**config.mk**
```make
export PLATFORM = sky130hd
export DESIGN_NAME = pref_ar_issuer
export DESIGN_NICKNAME = d
export VERILOG_FILES = /design/src/rtl/pref_ar_issuer_pkg.sv /design/src/rtl/pref_req_fifo.sv /design/src/rtl/pref_ar_issuer.sv
export SDC_FILE = /design/constraint.sdc
export NUM_CORES = 1
export LEC_CHECK = 0
export CAP_MARGIN = 20
export CORE_UTILIZATION = 56
export DETAILED_ROUTE_END_ITERATION = 10
export GPL_ROUTABILITY_DRIVEN = 0
export PLACE_DENSITY = 0.82
export SYNTH_ARGS = -nofsm -noshare
export SYNTH_HDL_FRONTEND = slang
export SYNTH_SLANG_ARGS = --single-unit
```
**constraint.sdc**
```tcl
create_clock -name clk -period 6.1 [get_ports clk]
set_input_delay 0.61 -clock clk [delete_from_list [all_inputs] [get_ports clk]]
set_output_delay 0.61 -clock clk [all_outputs]
set_load 0.02 [all_outputs]
```
**src/rtl/pref_ar_issuer_pkg.sv**
```systemverilog
// Shared constants and FSM state type for the prefetch/master AR issuer.
package pref_ar_issuer_pkg;

    localparam logic [2:0] OP_NOP    = 3'd0;
    localparam logic [2:0] OP_PREF   = 3'd1;
    localparam logic [2:0] OP_MASTER = 3'd2;

    localparam logic [2:0] ERR_NONE      = 3'd0;
    localparam logic [2:0] ERR_BURST_LEN = 3'd1;
    localparam logic [2:0] ERR_FIFO_FULL = 3'd2;

    typedef enum logic [1:0] {
        IDLE    = 2'd0,
        ISSUE_M = 2'd1,
        ISSUE_P = 2'd2
    } ar_state_e;

endpackage

```
**src/rtl/pref_req_fifo.sv**
```systemverilog
// Small synchronous FIFO holding block-aligned prefetch addresses.
module pref_req_fifo #(
    parameter int unsigned LOG_DEPTH = 2,
    parameter int unsigned WIDTH     = 64
) (
    input  logic             clk,
    input  logic             resetN,
    input  logic             push,
    input  logic [WIDTH-1:0] push_data,
    input  logic             pop,
    output logic [WIDTH-1:0] pop_data,
    output logic             full,
    output logic             empty
);

    localparam int unsigned DEPTH = 1 << LOG_DEPTH;

    logic [WIDTH-1:0]     mem_q [DEPTH];
    logic [LOG_DEPTH-1:0] wr_ptr_q;
    logic [LOG_DEPTH-1:0] rd_ptr_q;
    logic [LOG_DEPTH:0]   count_q;
    logic                 do_push;
    logic                 do_pop;

    assign full     = (count_q == (LOG_DEPTH + 1)'(DEPTH));
    assign empty    = (count_q == '0);
    assign pop_data = mem_q[rd_ptr_q];
    assign do_pop   = pop && !empty;
    // A pop in the same cycle frees the slot, so a push on a full FIFO still lands.
    assign do_push  = push && (!full || do_pop);

    always_ff @(posedge clk) begin
        if (do_push) begin
            mem_q[wr_ptr_q] <= push_data;
        end
    end

    always_ff @(posedge clk) begin
        if (!resetN) begin
            wr_ptr_q <= '0;
            rd_ptr_q <= '0;
            count_q  <= '0;
        end else begin
            if (do_push) begin
                wr_ptr_q <= wr_ptr_q + 1'b1;
            end
            if (do_pop) begin
                rd_ptr_q <= rd_ptr_q + 1'b1;
            end
            if (do_push && !do_pop) begin
                count_q <= count_q + 1'b1;
            end else if (do_pop && !do_push) begin
                count_q <= count_q - 1'b1;
            end
        end
    end

endmodule

```
**src/rtl/pref_ar_issuer.sv**
```systemverilog
// Arbitrates master AR requests against queued prefetch candidates onto one slave AR channel.
module pref_ar_issuer
    import pref_ar_issuer_pkg::*;
#(
    parameter int unsigned ADDR_BITS           = 64,
    parameter int unsigned LOG_BLOCK_DATA_BYTES = 6,
    parameter int unsigned BURST_LEN_WIDTH     = 8,
    parameter int unsigned LOG_QUEUE_SIZE      = 6,
    parameter int unsigned LOG_PREF_FIFO_DEPTH = 2,
    parameter int unsigned ID_WIDTH            = 4
) (
    input  logic                       clk,
    input  logic                       resetN,

    input  logic                       prefValid,
    input  logic [ADDR_BITS-1:0]       prefAddr,
    output logic                       prefReady,

    input  logic                       m_arvalid,
    input  logic [ADDR_BITS-1:0]       m_araddr,
    input  logic [BURST_LEN_WIDTH-1:0] m_arlen,
    input  logic [ID_WIDTH-1:0]        m_arid,
    output logic                       m_arready,

    output logic                       s_arvalid,
    output logic [ADDR_BITS-1:0]       s_araddr,
    output logic [BURST_LEN_WIDTH-1:0] s_arlen,
    output logic [ID_WIDTH-1:0]        s_arid,
    input  logic                       s_arready,

    input  logic                       crs_enable,
    input  logic [BURST_LEN_WIDTH-1:0] crs_burstLen,
    input  logic [LOG_QUEUE_SIZE:0]    crs_maxOutstanding,
    input  logic [ID_WIDTH-1:0]        crs_prefId,

    input  logic                       almostFull,
    input  logic [LOG_QUEUE_SIZE:0]    outstandingReqCnt,

    output logic [2:0]                 queueOpcode,
    output logic [ADDR_BITS-1:0]       queueAddr,
    output logic [2:0]                 errorCode,
    output logic [15:0]                prefDropCnt
);

    localparam logic [ADDR_BITS-1:0] BLOCK_MASK =
        {{(ADDR_BITS - LOG_BLOCK_DATA_BYTES){1'b1}}, {LOG_BLOCK_DATA_BYTES{1'b0}}};

    ar_state_e                  state_q, state_d;
    logic [ADDR_BITS-1:0]       ar_addr_q, ar_addr_d;
    logic [BURST_LEN_WIDTH-1:0] ar_len_q, ar_len_d;
    logic [ID_WIDTH-1:0]        ar_id_q, ar_id_d;

    logic [2:0]                 opcode_q, opcode_d;
    logic [ADDR_BITS-1:0]       qaddr_q;
    logic [2:0]                 error_q, error_d;
    logic [15:0]                drop_cnt_q;
    logic [ADDR_BITS-1:0]       last_addr_q;
    logic                       last_valid_q;

    logic [ADDR_BITS-1:0]       aligned_addr;
    logic [ADDR_BITS-1:0]       fifo_head;
    logic                       fifo_full;
    logic                       fifo_empty;
    logic                       fifo_pop;
    logic                       fifo_push;
    logic                       dup_drop;
    logic                       full_drop;
    logic                       pref_drop;
    logic                       pref_ok;
    logic                       master_cap;
    logic                       handshake;
    logic [BURST_LEN_WIDTH-1:0] pref_len;

    assign prefReady    = 1'b1;
    assign m_arready    = (state_q == IDLE);
    assign s_arvalid    = (state_q != IDLE);
    assign s_araddr     = ar_addr_q;
    assign s_arlen      = ar_len_q;
    assign s_arid       = ar_id_q;
    assign queueOpcode  = opcode_q;
    assign queueAddr    = qaddr_q;
    assign errorCode    = error_q;
    assign prefDropCnt  = drop_cnt_q;

    assign handshake    = s_arvalid && s_arready;
    assign pref_len     = crs_burstLen - BURST_LEN_WIDTH'(1);
    assign aligned_addr = prefAddr & BLOCK_MASK;
    assign pref_ok      = !fifo_empty && crs_enable && !almostFull
                          && (outstandingReqCnt < crs_maxOutstanding);

    // Duplicate suppression wins over the full check so repeats never raise an error.
    assign dup_drop  = prefValid && last_valid_q && (aligned_addr == last_addr_q);
    assign full_drop = prefValid && !dup_drop && fifo_full && !fifo_pop;
    assign pref_drop = dup_drop || full_drop;
    assign fifo_push = prefValid && !pref_drop;

    pref_req_fifo #(
        .LOG_DEPTH (LOG_PREF_FIFO_DEPTH),
        .WIDTH     (ADDR_BITS)
    ) u_fifo (
        .clk       (clk),
        .resetN    (resetN),
        .push      (fifo_push),
        .push_data (aligned_addr),
        .pop       (fifo_pop),
        .pop_data  (fifo_head),
        .full      (fifo_full),
        .empty     (fifo_empty)
    );

    always_comb begin
        state_d    = state_q;
        ar_addr_d  = ar_addr_q;
        ar_len_d   = ar_len_q;
        ar_id_d    = ar_id_q;
        fifo_pop   = 1'b0;
        master_cap = 1'b0;
        unique case (state_q)
            IDLE: begin
                if (m_arvalid) begin
                    master_cap = 1'b1;
                    ar_addr_d  = m_araddr;
                    ar_len_d   = m_arlen;
                    ar_id_d    = m_arid;
                    state_d    = ISSUE_M;
                end else if (pref_ok) begin
                    fifo_pop  = 1'b1;
                    ar_addr_d = fifo_head;
                    ar_len_d  = pref_len;
                    ar_id_d   = crs_prefId;
                    state_d   = ISSUE_P;
                end
            end
            ISSUE_M, ISSUE_P: begin
                if (s_arready) begin
                    state_d = IDLE;
                end
            end
            default: state_d = IDLE;
        endcase
    end

    always_comb begin
        opcode_d = OP_NOP;
        if (handshake) begin
            opcode_d = (state_q == ISSUE_M) ? OP_MASTER : OP_PREF;
        end
        error_d = ERR_NONE;
        if (master_cap && (m_arlen != pref_len)) begin
            error_d = ERR_BURST_LEN;
        end else if (full_drop) begin
            error_d = ERR_FIFO_FULL;
        end
    end

    always_ff @(posedge clk) begin
        if (!resetN) begin
            state_q      <= IDLE;
            ar_addr_q    <= '0;
            ar_len_q     <= '0;
            ar_id_q      <= '0;
            opcode_q     <= OP_NOP;
            qaddr_q      <= '0;
            error_q      <= ERR_NONE;
            drop_cnt_q   <= '0;
            last_addr_q  <= '0;
            last_valid_q <= 1'b0;
        end else begin
            state_q   <= state_d;
            ar_addr_q <= ar_addr_d;
            ar_len_q  <= ar_len_d;
            ar_id_q   <= ar_id_d;
            opcode_q  <= opcode_d;
            error_q   <= error_d;
            if (handshake) begin
                qaddr_q <= ar_addr_q;
            end
            if (pref_drop && (drop_cnt_q != 16'hFFFF)) begin
                drop_cnt_q <= drop_cnt_q + 16'd1;
            end
            if (fifo_push) begin
                last_addr_q  <= aligned_addr;
                last_valid_q <= 1'b1;
            end
        end
    end

endmodule

```
==> metrics.md <==
| Metric | Value |
|---|---|
| Element type at the critical path start | input port |
| Place WS | 1.68 ns |
| Met1 GRT Util | 34.2% |
| Seq/Total Area, Yosys | 63.1% |
| # nets final | 1,987 |
| Max VDD drop | 0.285 mV |
| CTS tree | yes |
| Row count | 65 |
| Detailed-route wire length per cell | 20.0 microns |
| Tightest Pin Transition | 1.09 ns |
| Die area | 33,500 sq um |
| CTS Buf Count | 46 |
| Setup WS post-layout | 2.32 ns |
| Slowest-stage cell, CP | and2_2 |
| CTS Hold Bufs | 0 |
| CP Cell Sequence | clkdlybuf4s50_1, inv_1, ha_1, a21o_1, a31oi_1, o22a_1, nand2_1, nand3_1, nand3_4, inv_1, and2_2, buf_4 |
| Core Footprint | 31,900 sq um |
| Cell mode on critical path | inv_1 |
| Kind of critical path | in -> reg |
| Total negative slack | 0 ns |
| Fraction of registers with async set/reset | 0% |
| Fillers | 2,104 |
| Largest fanout on the critical path | 38 |
| Met3 usage | 5.18% |
| Crit end category | flip-flop |
| Sink Count | 462 |
| Overall power | 7.82 mW |
| Fmax achieved | 264 MHz |
| Post-CTS setup buffers | 0 |
| Gr usage total | 27.0% |
| Busiest layer in global routing | met2 |
| Mux contribution to synthesized area | 10.6% |
| Cell accounting for the most synthesized area | edfxtp_1 |
| Number of synthesized register bits | 462 |
| Synth Cell Area | 18,400 sq um |
| Worst Path Required | 6.31 ns |
| Largest net degree at the start of global routing | 120 |
| Fin. Hold Viols | 0 |
| Via density | 5.68 |
| First-pass GRT wire length | 69.9 mm |
| Minimum clock period after layout | 3.78 ns |
| RSZ-0062 raised after global routing | false |
| Overflow after GRT | 0 |
| Post-Synth Adder-Cell Area | 1.13% |
| Leading cell types by count after synthesis | edfxtp_1 (232), dfxtp_1 (230), nand2_1 (217), nor2_1 (88), a21oi_1 (86) |
| Most frequent cell after synthesis | edfxtp_1 |
| Area contributors post-synth | edfxtp_1 (38%), dfxtp_1 (25%), mux4_2 (7.1%) |
| Clock Skew | 0.0196 ns |
| Cell variety after synth | 48 |
| Final setup viols | 0 |
| Crit path largest cell delay | 0.87 ns |
| Initial antenna violation count | 3 |
| Ports | 338 |
| Via total after detailed routing | 12,900 |
| Clock root buffer master | clkbuf_16 |
| Share of the clock period used by the worst path | 62.0% |
| H-tree levels | 2 |
| Slew Viols, Final | 0 |
| Clock transition at path regs | 0.06 ns |
| HP Class | in -> reg |
| Hpwl dp | 29.4 mm |
| Status | finished clean |
| Post-Syn Instances | 1,507 |
| Detailed Route Iter0 Violations | 807 |
| EDFF count, synth | 232 |
| Slew HR | 27.4% |
| Layout cells sized above 1 | 8.94% |
| MaxCap Viol Count | 0 |
| Max Buffers Root-to-Sink | 3 |
| Synth Area in Compound Gates | 8.66% |
| PD cells | 332 nW/um^2 |
| Drt first pass iters | 5 |
| Leakage | 8.20 nW |
| Vias in the first global route | 12,700 |
| Met2 usage in global routing | 46.5% |
| Post-synthesis area per instance | 12.2 sq um |
| Clock latency on the worst-skew pair | 0.56 ns |
| Area Growth Syn to Fin | 28.3% |
| Height of the die | 183 microns |
| Post-CTS sizing | 0 |
| PortBufs | 328 |
| Main synth FF type | edfxtp_1 |
| Largest family of logic cells by synthesized area | simple AND/OR/NAND/NOR gates |
| Post-synth top area share | 38.0% |
| Starting Density | 57.6% |
| Chip width | 183 microns |
| # DRC | 0 |
| Yosys Warn Count | 0 |
| Final WL | 45.5 mm |
| CP arrival | 4.00 ns |
| Xor and xnor area share after synthesis | 2.96% |
| Antenna-violating nets left | 0 |
| Simple-Gate Fraction of Synth Area | 10.6% |
critical path, delay by kind of cell:
family	cells	cell delay (ns)
and+or+nand+nor	4	1.30
buffers and inverters	4	1.11
AOI/OAI and AO/OA	3	0.60
adders and majority gates	1	0.30
layout make-up:
cell class                 count  area [sq um]  share of cell area [%]
sequential                   462         11600                    49.2
multi-input combinational    910          6280                    26.7
timing repair buffer         345          3440                    14.6
clock buffer                  65          1320                    5.62
tap                          435           544                    2.31
clock inverter                20           248                    1.05
inverter                      33           129                   0.547
antenna                        3          7.51                  0.0319
logic make-up after synthesis:
kind of cell | Yosys count
XOR/XNOR | 62
other | 2
buffers and inverters | 136
adder cells (fa/ha/maj) | 16
AND/OR/NAND/NOR | 446
AO/OA/AOI/OAI | 261
multiplexers | 122
flip-flops | 462
power breakdown:
group	total (mW)	switching [mW]	internal [mW]
Sequential	3.73	0.150	3.58
Clock	2.86	1.20	1.66
Combinational	1.23	0.700	0.533
routing by layer:
metal / routed length (microns) / share of wire, %
met5: 0 / 0
met1: 18600 / 41
met4: 1330 / 2.9
met3: 3090 / 6.8
met2: 22500 / 49
worst paths after layout:
path	start	to	slack [ns]	cells past startpoint
max	crs_maxOutstanding[2]	u_fifo.mem_q[0][54]	2.32	12
min	resetN	errorCode[0]	0.36	2
max reg2reg	last_addr_q[48]	u_fifo.mem_q[0][54]	2.72	9
min reg2reg	s_arlen[2]	s_arlen[2]	0.45	2
state kept, by name, indices dropped and copies added, names as in the netlist, named ones only:
register,cells
queueOpcode,2
queueAddr,64
errorCode,2
u_fifo.mem_q,232
s_arlen,8
last_addr_q,58
u_fifo.rd_ptr_q,2
s_arid,4
state_q,2
prefDropCnt,16
last_valid_q,1
s_araddr,64
u_fifo.wr_ptr_q,2
u_fifo.count_q,3
layout by cell type (no fill, tap or decap), types with 4 or more instances in the layout:
| cell type | instances |
|---|---|
| clkinv_2 | 5 |
| a21oi_1 | 86 |
| nor4_1 | 9 |
| clkbuf_8 | 10 |
| a211oi_1 | 66 |
| clkdlybuf4s50_1 | 326 |
| o21ai_0 | 67 |
| nor3_1 | 7 |
| clkinv_4 | 4 |
| nand3_1 | 67 |
| ha_1 | 15 |
| a22oi_1 | 8 |
| xnor2_1 | 18 |
| dfxtp_1 | 228 |
| nor2_1 | 87 |
| or4_1 | 8 |
| or3_1 | 6 |
| and2_1 | 6 |
| clkbuf_1 | 9 |
| mux2i_1 | 64 |
| edfxtp_1 | 232 |
| and2_2 | 4 |
| o31ai_1 | 12 |
| xor2_1 | 44 |
| clkbuf_16 | 46 |
| nand2b_1 | 7 |
| and3_1 | 6 |
| o22ai_1 | 4 |
| buf_4 | 17 |
| nand4_1 | 12 |
| inv_1 | 31 |
| nor2b_1 | 4 |
| mux4_2 | 58 |
| nand2_1 | 216 |
metrics by stage:
step,cell area [sq um],std cells,hold slack (ns),utilization [%]
finish,23500,2273,0.356,73.9
CTS,23500,2268,0.335,73.7
detailed placement,21900,2183,0.445,68.8
global placement,21900,2183,0.441,68.8
floorplan,18400,1508,0.440,-
global route,23500,2272,0.346,73.9
Power figures use the tool's default switching activity.
